==> config.mk <==
export PLATFORM = sky130hd
export DESIGN_NAME = alu_seq_nbit
export DESIGN_NICKNAME = d
export VERILOG_FILES = /design/src/rtl/alu_seq_nbit.sv
export SDC_FILE = /design/constraint.sdc
export NUM_CORES = 1
export LEC_CHECK = 0
export ABC_AREA = 1
export BUFFER_PORTS_ARGS = -buffer_cell sky130_fd_sc_hd__clkbuf_2
export CAP_MARGIN = 10
export CORE_ASPECT_RATIO = 1.4
export CORE_MARGIN = 4
export CORE_UTILIZATION = 55
export CTS_BUF_LIST = sky130_fd_sc_hd__clkbuf_16
export DETAILED_ROUTE_END_ITERATION = 7
export PLACE_DENSITY = 0.82
export SYNTH_ARGS = -nofsm -noshare
export SYNTH_HDL_FRONTEND = slang
export SYNTH_SLANG_ARGS = --single-unit
==> constraint.sdc <==
create_clock -name clk -period 5 [get_ports clk]
set_clock_uncertainty 0.05 [all_clocks]
set_input_delay 0.25 -clock clk [delete_from_list [all_inputs] [get_ports clk]]
set_output_delay 0.25 -clock clk [all_outputs]
set_load 0.02 [all_outputs]
==> src/rtl/alu_seq_nbit.sv <==
// Multi-cycle unsigned ALU: ADD/SUB take one cycle, MUL runs a shift-add loop
// and DIV runs a restoring loop, WIDTH iterations each. Operands come in and
// results go out through valid/ready handshakes.
module alu_seq_nbit #(
  parameter int unsigned WIDTH = 4
) (
  input  logic                 clk,
  input  logic                 rst,
  input  logic                 in_valid,
  output logic                 in_ready,
  input  logic [WIDTH-1:0]     a,
  input  logic [WIDTH-1:0]     b,
  input  logic [1:0]           op,
  output logic                 out_valid,
  input  logic                 out_ready,
  output logic [2*WIDTH-1:0]   result,
  output logic                 status,
  output logic                 busy
);

  localparam int unsigned CW = $clog2(WIDTH + 1);

  typedef enum logic [1:0] {IDLE = 2'd0, BUSY = 2'd1, DONE = 2'd2} state_t;
  typedef enum logic [1:0] {OP_ADD = 2'd0, OP_SUB = 2'd1, OP_MUL = 2'd2, OP_DIV = 2'd3} op_t;

  state_t               state_q, state_d;
  op_t                  op_q, op_d;
  logic [2*WIDTH-1:0]   a_q, a_d;       // multiplicand, shifted left per MUL step
  logic [WIDTH-1:0]     b_q, b_d;       // multiplier (shifted right) or divisor
  logic [2*WIDTH-1:0]   acc_q, acc_d;   // product accumulator
  logic [WIDTH-1:0]     rem_q, rem_d;   // partial remainder
  logic [WIDTH-1:0]     quo_q, quo_d;   // dividend shifted out MSB first, quotient shifted in
  logic [CW-1:0]        cnt_q, cnt_d;
  logic [2*WIDTH-1:0]   result_q, result_d;
  logic                 status_q, status_d;

  logic [WIDTH:0]       sum;
  logic [2*WIDTH-1:0]   diff;
  logic [WIDTH:0]       rem_sh;
  logic [WIDTH:0]       rem_sub;
  logic                 rem_ge;

  assign sum     = {1'b0, a_q[WIDTH-1:0]} + {1'b0, b_q};
  assign diff    = {{WIDTH{1'b0}}, a_q[WIDTH-1:0]} - {{WIDTH{1'b0}}, b_q};
  assign rem_sh  = {rem_q, quo_q[WIDTH-1]};
  assign rem_sub = rem_sh - {1'b0, b_q};
  // Partial remainder is always below 2*b, so a set top bit means rem_sh < b.
  assign rem_ge  = ~rem_sub[WIDTH];

  assign in_ready  = (state_q == IDLE);
  assign busy      = (state_q == BUSY);
  assign out_valid = (state_q == DONE);
  assign result    = result_q;
  assign status    = status_q;

  // Next-state, datapath iteration and result capture on entry to DONE.
  always_comb begin
    state_d  = state_q;
    op_d     = op_q;
    a_d      = a_q;
    b_d      = b_q;
    acc_d    = acc_q;
    rem_d    = rem_q;
    quo_d    = quo_q;
    cnt_d    = cnt_q;
    result_d = result_q;
    status_d = status_q;
    case (state_q)
      IDLE: begin
        if (in_valid) begin
          state_d = BUSY;
          op_d    = op_t'(op);
          a_d     = {{WIDTH{1'b0}}, a};
          b_d     = b;
          acc_d   = '0;
          rem_d   = '0;
          quo_d   = a;
          if ((op_t'(op) == OP_MUL) || ((op_t'(op) == OP_DIV) && (b != '0)))
            cnt_d = CW'(WIDTH);
          else
            cnt_d = '0;
        end
      end
      BUSY: begin
        if (cnt_q != '0) begin
          cnt_d = cnt_q - 1'b1;
          if (op_q == OP_MUL) begin
            if (b_q[0]) acc_d = acc_q + a_q;
            a_d = a_q << 1;
            b_d = b_q >> 1;
          end else begin
            rem_d = rem_ge ? rem_sub[WIDTH-1:0] : rem_sh[WIDTH-1:0];
            quo_d = {quo_q[WIDTH-2:0], rem_ge};
          end
        end else begin
          state_d = DONE;
          case (op_q)
            OP_ADD: begin
              result_d = {{(WIDTH-1){1'b0}}, sum};
              status_d = sum[WIDTH];
            end
            OP_SUB: begin
              result_d = diff;
              status_d = (b_q > a_q[WIDTH-1:0]);
            end
            OP_MUL: begin
              result_d = acc_q;
              status_d = |acc_q[2*WIDTH-1:WIDTH];
            end
            default: begin
              if (b_q == '0) begin
                result_d = '1;
                status_d = 1'b1;
              end else begin
                result_d = {rem_q, quo_q};
                status_d = 1'b0;
              end
            end
          endcase
        end
      end
      DONE: begin
        if (out_ready) state_d = IDLE;
      end
      default: state_d = IDLE;
    endcase
  end

  // State and datapath registers; reset discards any in-flight operation.
  always_ff @(posedge clk) begin
    if (rst) begin
      state_q  <= IDLE;
      op_q     <= OP_ADD;
      a_q      <= '0;
      b_q      <= '0;
      acc_q    <= '0;
      rem_q    <= '0;
      quo_q    <= '0;
      cnt_q    <= '0;
      result_q <= '0;
      status_q <= 1'b0;
    end else begin
      state_q  <= state_d;
      op_q     <= op_d;
      a_q      <= a_d;
      b_q      <= b_d;
      acc_q    <= acc_d;
      rem_q    <= rem_d;
      quo_q    <= quo_d;
      cnt_q    <= cnt_d;
      result_q <= result_d;
      status_q <= status_d;
    end
  end

endmodule

==> impl_summary.txt, run 1 <==
----------------------------------------------------
[GRT]
  Vias in the first global route ... 2646
  Initial antenna violation count ... 0
  Leftover overflow at the end of global routing ... 0
  GRT Util Overall ... 0.257
  Largest net degree at the start of global routing ... 30
  Global-route wire length before repair ... ~12000 um

[Critical path]
  Cell with the most instances on the worst path ... sky130_fd_sc_hd__nand2_1
  Largest delay share family, worst path ... adder cells
  Reg-to-reg critical path endpoint ... rem_q[2]$_SDFFE_PP0P_
  Critical path endpoint category ... flip-flop
  Worst reg2reg setup slack ... 2.93 ns
  CP max stage delay ... 0.41 ns
  Startpoint class of the critical path ... flip-flop
  Cell with the largest stage delay on the worst path ... sky130_fd_sc_hd__fa_1
  Worst Path Buf+Inv ... 2
  Worst-path cell chain ... inv_1 -> ha_1 -> inv_1 -> fa_1 -> nand3_1 -> nand2_1 -> nand2_1 -> nand2_1 -> o21ai_0 -> nand2_1 -> a21oi_1
  Launching point of the worst reg2reg path ... quo_q[3]$_SDFFE_PP0P_
  CP Data Arrival Time ... ~2.2 ns
  Cell count of the worst reg-to-reg path ... 11
  Peak fanout along the critical path ... 6
  Kind of critical path ... flip-flop to flip-flop
  Critical path required time ... ~5.2 ns

[Floorplan]
  Row cnt ... 30
  Chip Height ... 92.3 um
  Die area ... about 0.0063 mm^2
  Top-level I/O count ... 26
  Core area ... just under 0.005 mm^2
  Effective utilization at floorplan ... 0.572
  Horizontal extent of the die ... between 60 and 70 um

[Pwr]
  Part of the power in registers ... 0.381
  Cell Int Power ... slightly above 0.0007 W
  Relative contribution of combinational cells to total power ... 0.278
  Switching Fraction ... 0.340
  Clock network power share ... 0.341
  Static leakage power ... roughly 1.5 nW
  Sw power ... between 0.0003 and 0.0004 W
  Power per cell area ... about 350 mW/mm^2
  VDD IR-drop max ... around 0.24 mV

[STA]
  Max Clock Freq ... roughly 0.48 GHz
  Share of the clock period used by the worst path ... 0.414
  RSZ-0062 raised after global routing ... false
  Tightest slew margin relative to the limit ... 0.546
  Count of endpoints failing setup in the final report ... 0
  Transition time at the pin with the least slew margin ... 0.681 ns
  Setup total negative slack ... 0 ns
  Max-slew violation count ... 0
  Minimum clock period after layout ... around 2.1 ns
  Number of endpoints with negative hold slack in the final report ... 0

[Clocking]
  Number of buffers inserted for hold repair after clock tree synthesis ... 0
  Clock tree from TritonCTS ... done
  Total number of H-tree levels ... 2
  Maximum count of clock buffers along a single path ... 2
  Clock network latency to the later pin of the worst-skew pair ... around 0.29 ns
  Clock transition at the register clock pins on the worst setup and hold paths after CTS ... 0.06 ns
  Post-CTS setup buffers ... 0
  Number of clock buffers inserted by TritonCTS ... 5
  Post-cts gate resize count ... 0
  Cell chosen for the clock root ... sky130_fd_sc_hd__clkbuf_16
  Number of clock sinks ... 44

[Place]
  Post-detailed-placement cell area ... 0.00294 mm^2
  HPWL after DPL ... 5770 um
  Final RePlAce weighted congestion ... 0.897
  IO buf count ... 25
  Total instance count after detailed placement ... approximately 470

[Synthesis]
  Library cell with the highest instance count after synthesis ... sky130_fd_sc_hd__nand2_1
  FFs w/ async S/R, synth ... 0
  Main area contributors after synthesis ... sky130_fd_sc_hd__dfxtp_1, sky130_fd_sc_hd__nand2_1, sky130_fd_sc_hd__ha_1, sky130_fd_sc_hd__a21oi_1, sky130_fd_sc_hd__nand3_1
  Synth Register Bits ... 44
  Count of warnings emitted by yosys ... 0
  Cell type with the largest total area after synthesis ... sky130_fd_sc_hd__dfxtp_1
  Synth top area share ... 0.316
  Post-synthesis cell type count ... 38
  Most instantiated flip-flop cell in the synthesis netlist ... sky130_fd_sc_hd__dfxtp_1
  Leading post-synthesis cells by instance count ... sky130_fd_sc_hd__nand2_1, sky130_fd_sc_hd__a21oi_1, sky130_fd_sc_hd__dfxtp_1
  Post-synthesis cell count ... 393
  Mapped Avg Cell Area ... slightly above 7 um^2
  Post-synthesis instance area ... 0.00279 mm^2
  EDFF count, synth ... 0
  Sequential fraction of the synthesis area ... 0.316
  Synthesized Nets ... 432

[Cells and area]
  Count of filler cells inserted in the layout ... 499
  Nets ... 454
  Combined area of the multi-input logic cells ... about 0.0017 mm^2
  Synth-to-Final Area Change ... 11.2%
  Register cell area after layout ... between 800 and 900 um^2
  Finished layout cell area ... about 0.0031 mm^2
  Antenna cell count ... 0
  Util after Layout ... 0.636
  Post-route non-filler standard cell count ... 480
  Fraction of final layout cells sized beyond drive strength 1 ... 0.137

[Worst hold path]
  Kind of path behind the tightest hold check ... input pin to flip-flop
  Startpoint of the most critical hold path ... b[3]
  End point of the worst hold path ... b_q[3]$_SDFFE_PP0P_
  Worst hold path stage count ... 3

[Status]
  Run status ... finished clean

[Drt]
  Routed wire length per instance ... approximately 15 um
  Overall via count from detail_route ... roughly 2700
  Drt via density ... roughly 5.6
  Number of detailed-route iterations in the first pass ... 5
  Number of antenna-violating nets in the routed design ... 0
  Final WL ... 7350 um
  Initial DRC Count ... 172
  Number of DRC violations after detailed routing ... 0

[Job]
  Number of max-cap violations ... 0

----------------------------------------------------
==> layout by cell type, fill, tap and decap left out, types with 4 or more instances in the layout <==
cell and n:
sky130_fd_sc_hd__a21oi_1 45, sky130_fd_sc_hd__clkbuf_16 5, sky130_fd_sc_hd__clkbuf_2 25, sky130_fd_sc_hd__dfxtp_1 44
sky130_fd_sc_hd__fa_1 4, sky130_fd_sc_hd__ha_1 21, sky130_fd_sc_hd__inv_1 43, sky130_fd_sc_hd__inv_2 7
sky130_fd_sc_hd__nand2_1 82, sky130_fd_sc_hd__nand3_1 34, sky130_fd_sc_hd__nand4_1 4, sky130_fd_sc_hd__nor2_1 29
sky130_fd_sc_hd__o21ai_0 28, sky130_fd_sc_hd__o21ai_1 4
==> cells by family after synthesis <==
family          share of synthesized area
flops                               0.316
compound gates                      0.186
fa+ha+maj                           0.123
buf+inv                            0.0883
xor+xnor                           0.0157
simple gates                        0.272
==> per-layer routing <==
metal  wire length [um]  share of wire  GRT usage  up-vias
met5                  0              0          0        -
met4                194          0.026      0.111        0
met3                336          0.046     0.0425       16
met2               3700           0.50      0.441       74
met1               3120           0.42      0.306     1229
li1                   -              -          -     1346
==> worst register-to-register path: stages (launching register included) <==
cell and delay [ns]:
sky130_fd_sc_hd__dfxtp_1 0.31, sky130_fd_sc_hd__inv_1 0.15, sky130_fd_sc_hd__ha_1 0.17, sky130_fd_sc_hd__inv_1 0.06, sky130_fd_sc_hd__fa_1 0.41, sky130_fd_sc_hd__nand3_1 0.12
sky130_fd_sc_hd__nand2_1 0.06, sky130_fd_sc_hd__nand2_1 0.12, sky130_fd_sc_hd__nand2_1 0.16, sky130_fd_sc_hd__o21ai_0 0.18, sky130_fd_sc_hd__nand2_1 0.07, sky130_fd_sc_hd__a21oi_1 0.13
==> final cells by class <==
cell class / instances / area share
Sequential cell: 44 / 0.284
Clock buffer: 5 / 0.0403
Multi-Input combinational cell: 289 / 0.536
Inverter: 50 / 0.0613
Clock inverter: 3 / 0.0125
Tap cell: 64 / 0.0258
Timing Repair Buffer: 25 / 0.0403
==> worst max-delay path by stage <==
stage | slack [ns] | depth (start not counted) | start | endpoint
finish | 2.93 | 11 | quo_q[3]$_SDFFE_PP0P_ | rem_q[2]$_SDFFE_PP0P_
global route | 2.71 | 12 | quo_q[3]$_SDFFE_PP0P_ | rem_q[3]$_SDFFE_PP0P_
CTS | 2.93 | 11 | quo_q[3]$_SDFFE_PP0P_ | rem_q[2]$_SDFFE_PP0P_
floorplan | 3.23 | 10 | b_q[1]$_SDFFE_PP0P_ | rem_q[3]$_SDFFE_PP0P_
detailed placement | 2.95 | 12 | quo_q[3]$_SDFFE_PP0P_ | rem_q[3]$_SDFFE_PP0P_
global placement | 2.96 | 12 | quo_q[3]$_SDFFE_PP0P_ | rem_q[3]$_SDFFE_PP0P_
==> power by group through the flow <==
stage          Clock, W  Sequential (W)  Combinational (W)
6_report       0.000367        0.000410           0.000299
3_5_place_dp          0        0.000417           0.000298
4_1_cts        0.000370        0.000409           0.000298
5_1_grt        0.000385        0.000413           0.000339
2_1_floorplan         0        0.000415           0.000221
3_3_place_gp          0        0.000416           0.000293
==> registers in the layout, summed over array words and instances (netlist names) <==
register and cells:
a_q 8, acc_q 8, b_q 4, cnt_q 3, op_q 2, quo_q 4, rem_q 4, result 8
state_q 2, status 1
==> metrics by stage <==
| stage | power [W] | hold slack, ns | setup WS [ns] |
|---|---|---|---|
| 3_3_place_gp | 0.000710 | 0.396 | 2.96 |
| 5_1_grt | 0.00114 | 0.181 | 2.71 |
| 2_1_floorplan | 0.000637 | 0.347 | 3.23 |
| 6_report | 0.00108 | 0.164 | 2.93 |
| 3_5_place_dp | 0.000715 | 0.406 | 2.95 |
| 4_1_cts | 0.00108 | 0.163 | 2.93 |
(Power assumes the default switching activity.)
==> run 2: changes to the inputs <==
Settings changed: CORE_UTILIZATION 55 to 54, PLACE_DENSITY 0.82 to 0.83.
Clock period 5 ns to 1.7 ns, I/O delays scaled along.
==> impl_summary.txt, run 2 (synthesis results as in run 1) <==
----------------------------------------------------
[STA]
  Minimum clock period after layout ... 1.68 ns (-0.390 ns)
  Max-slew violation count ... 0 (unchanged)
  Count of endpoints failing setup in the final report ... 0 (unchanged)
  Transition time at the pin with the least slew margin ... 0.429 ns (-0.253 ns)
  Tightest slew margin relative to the limit ... 0.714 (+0.168)
  Number of endpoints with negative hold slack in the final report ... 0 (unchanged)
  Worst Slack Setup Final ... 0.0201 ns (-2.91 ns)
  Fin Hold WS ... 0.0000329 ns (-0.164 ns)
  Max Clock Freq ... 0.595 GHz (+23%)
  Setup total negative slack ... 0 ns (unchanged)
  Share of the clock period used by the worst path ... 0.988 (+0.574)
  RSZ-0062 raised after global routing ... true

[Pwr]
  Static leakage power ... 1.65 nW (+11%)
  Power per cell area ... 940 mW/mm^2 (+170%)
  VDD IR-drop max ... 0.633 mV (+160%)

[Critical path]
  Cell count along the critical path ... 11 (unchanged)
  CP max stage delay ... 0.37 ns (-0.04 ns)
  Peak fanout along the critical path ... 4 (-2)
  Critical path endpoint category ... flip-flop
  Worst reg2reg setup slack ... 0.02 ns (-2.91 ns)
  Critical path required time ... 1.88 ns (-3.28 ns)
  Cell count of the worst reg-to-reg path ... 11 (unchanged)
  Worst-path cell chain ... buf_6 -> ha_4 -> inv_2 -> fa_2 -> inv_2 -> nand2_2 -> a21oi_1 -> o21ai_1 -> nand4_1 -> nor2_1 -> nor2_1
  Kind of critical path ... flip-flop to flip-flop
  Cell with the largest stage delay on the worst path ... sky130_fd_sc_hd__dfxtp_4
  Largest delay share family, worst path ... adder cells
  Worst Path Buf+Inv ... 3 (+1)
  Startpoint class of the critical path ... flip-flop
  Worst setup path startpoint ... a_q[0]$_SDFFE_PP0P_
  Launching point of the worst reg2reg path ... a_q[0]$_SDFFE_PP0P_
  Capture point of the worst path ... result[4]$_SDFFE_PP0P_
  Reg-to-reg critical path endpoint ... result[4]$_SDFFE_PP0P_
  CP Data Arrival Time ... 1.86 ns (-0.37 ns)

[Clocking]
  Clock tree from TritonCTS ... done
  Clock transition at the register clock pins on the worst setup and hold paths after CTS ... 0.06 ns (about the same)
  Clock network latency to the later pin of the worst-skew pair ... 0.29 ns (about the same)
  Total number of H-tree levels ... 2 (unchanged)
  Cell chosen for the clock root ... sky130_fd_sc_hd__clkbuf_16
  Number of clock buffers inserted by TritonCTS ... 5 (unchanged)
  Maximum count of clock buffers along a single path ... 2 (unchanged)
  Number of clock sinks ... 44 (unchanged)

[Cells and area]
  Count of filler cells inserted in the layout ... 407 (-18%)
  Antenna cell count ... 0 (unchanged)
  Commonest cells after routing, fill and taps aside ... sky130_fd_sc_hd__nand2_1, sky130_fd_sc_hd__a21oi_1, sky130_fd_sc_hd__dfxtp_1
  Leading cell type in the layout, fill and taps excluded ... sky130_fd_sc_hd__nand2_1
  Synth-to-Final Area Change ... 24.7%
  Nets ... 487 (+7.3%)
  Fraction of final layout cells sized beyond drive strength 1 ... 0.283 (+0.146)

[Drt]
  Drt via density ... 5.57 (+0.33%)
  Final WL ... 7780 um (+5.8%)
  Overall via count from detail_route ... 2852 (+7.0%)
  Number of antenna-violating nets in the routed design ... 0 (unchanged)
  Initial DRC Count ... 194 (+13%)
  Number of DRC violations after detailed routing ... 0 (unchanged)
  Routed wire length per instance ... 15.2 um (-0.78%)
  Number of detailed-route iterations in the first pass ... 4 (-1)

[GRT]
  Initial antenna violation count ... 0 (unchanged)
  Largest net degree at the start of global routing ... 29 (-3.3%)
  Vias in the first global route ... 2684 (+1.4%)
  GRT Util Overall ... 0.252 (-0.00499)
  Global-route wire length before repair ... 12200 um (-1.1%)
  Leftover overflow at the end of global routing ... 0 (unchanged)

[Floorplan]
  Core area ... 0.00492 mm^2 (+0.77%)
  Top-level I/O count ... 26 (unchanged)
  Row cnt ... 30 (unchanged)
  Die area ... 0.00640 mm^2 (+1.7%)
  Horizontal extent of the die ... 68.8 um (+0.81%)
  Chip Height ... 93.1 um (+0.84%)
  Effective utilization at floorplan ... 0.568 (-0.00437)

[Status]
  Run status ... finished clean

[Job]
  Number of max-cap violations ... 0 (unchanged)

[Place]
  IO buf count ... 25 (unchanged)
  HPWL after DPL ... 5990 um (+3.7%)
  Final RePlAce weighted congestion ... 0.937 (+4.4%)
  Setup slack after placement ... -0.120 ns (-3.07 ns)

[Worst hold path]
  Kind of path behind the tightest hold check ... input pin to flip-flop

----------------------------------------------------
run 2: final cells by class:
cell class / count / area [um^2] / share of cell area
clock inverter: 2 / 8.76 / 0.00252
timing repair buffer: 58 / 389 / 0.112
clock buffer: 5 / 125 / 0.0359
inverter: 50 / 193 / 0.0553
tap: 64 / 80.1 / 0.0230
multi-input combinational: 289 / 1800 / 0.516
sequential: 44 / 888 / 0.255
run 2: worst min-delay path by stage:
stage / startpoint / to / slack (ns) / depth (start not counted)
floorplan: a[0] / a_q[0]$_SDFFE_PP0P_ / 0.18 / 2
finish: b[3] / b_q[3]$_SDFFE_PP0P_ / 0.00003 / 3
CTS: b[3] / b_q[3]$_SDFFE_PP0P_ / 0.008 / 3
global placement: b[3] / b_q[3]$_SDFFE_PP0P_ / 0.29 / 3
global route: a[0] / a_q[0]$_SDFFE_PP0P_ / 0.04 / 3
detailed placement: b[3] / b_q[3]$_SDFFE_PP0P_ / 0.30 / 3
run 2: tightest hold or removal path: stages:
cell and delay (ns):
sky130_fd_sc_hd__clkbuf_2 0.09, sky130_fd_sc_hd__nand2_1 0.06, sky130_fd_sc_hd__a21oi_1 0.06
run 2: what timing repair did:
item | CTS | global route
setup endpoints to repair | 12 | 29
hold buffers | 0 | 0
gates resized for setup | 12 | 33
buffers inserted | 0 | 1
pin swaps | 5 | 9
run 2: per-stage QoR:
| stage | cell area [um^2] | std cells | util | power [W] |
|---|---|---|---|---|
| after floorplan | 2810 | 393 | - | 0.00189 |
| after global placement | 3210 | 504 | 0.653 | 0.00223 |
| after detailed placement | 3210 | 504 | 0.653 | 0.00225 |
| after CTS | 3360 | 511 | 0.684 | 0.00315 |
| after global routing | 3480 | 512 | 0.708 | 0.00345 |
| final | 3480 | 512 | 0.708 | 0.00327 |
run 2: where the power goes:
group | total [W] | switching, W | internal, W | leakage [nW]
logic | 0.00116 | 0.000698 | 0.000459 | 1.22
registers | 0.00119 | 0.0000739 | 0.00112 | 0.361
clock network | 0.000924 | 0.000396 | 0.000529 | 0.0709
total | 0.00327 | 0.00117 | 0.00211 | 1.65
run 2: per-layer routing:
| metal | share of wire | global-route usage | routed length [um] |
|---|---|---|---|
| met5 | 0 | 0 | 0 |
| met3 | 0.054 | 0.0421 | 420 |
| met1 | 0.39 | 0.288 | 3030 |
| met2 | 0.52 | 0.433 | 4060 |
| met4 | 0.033 | 0.135 | 260 |
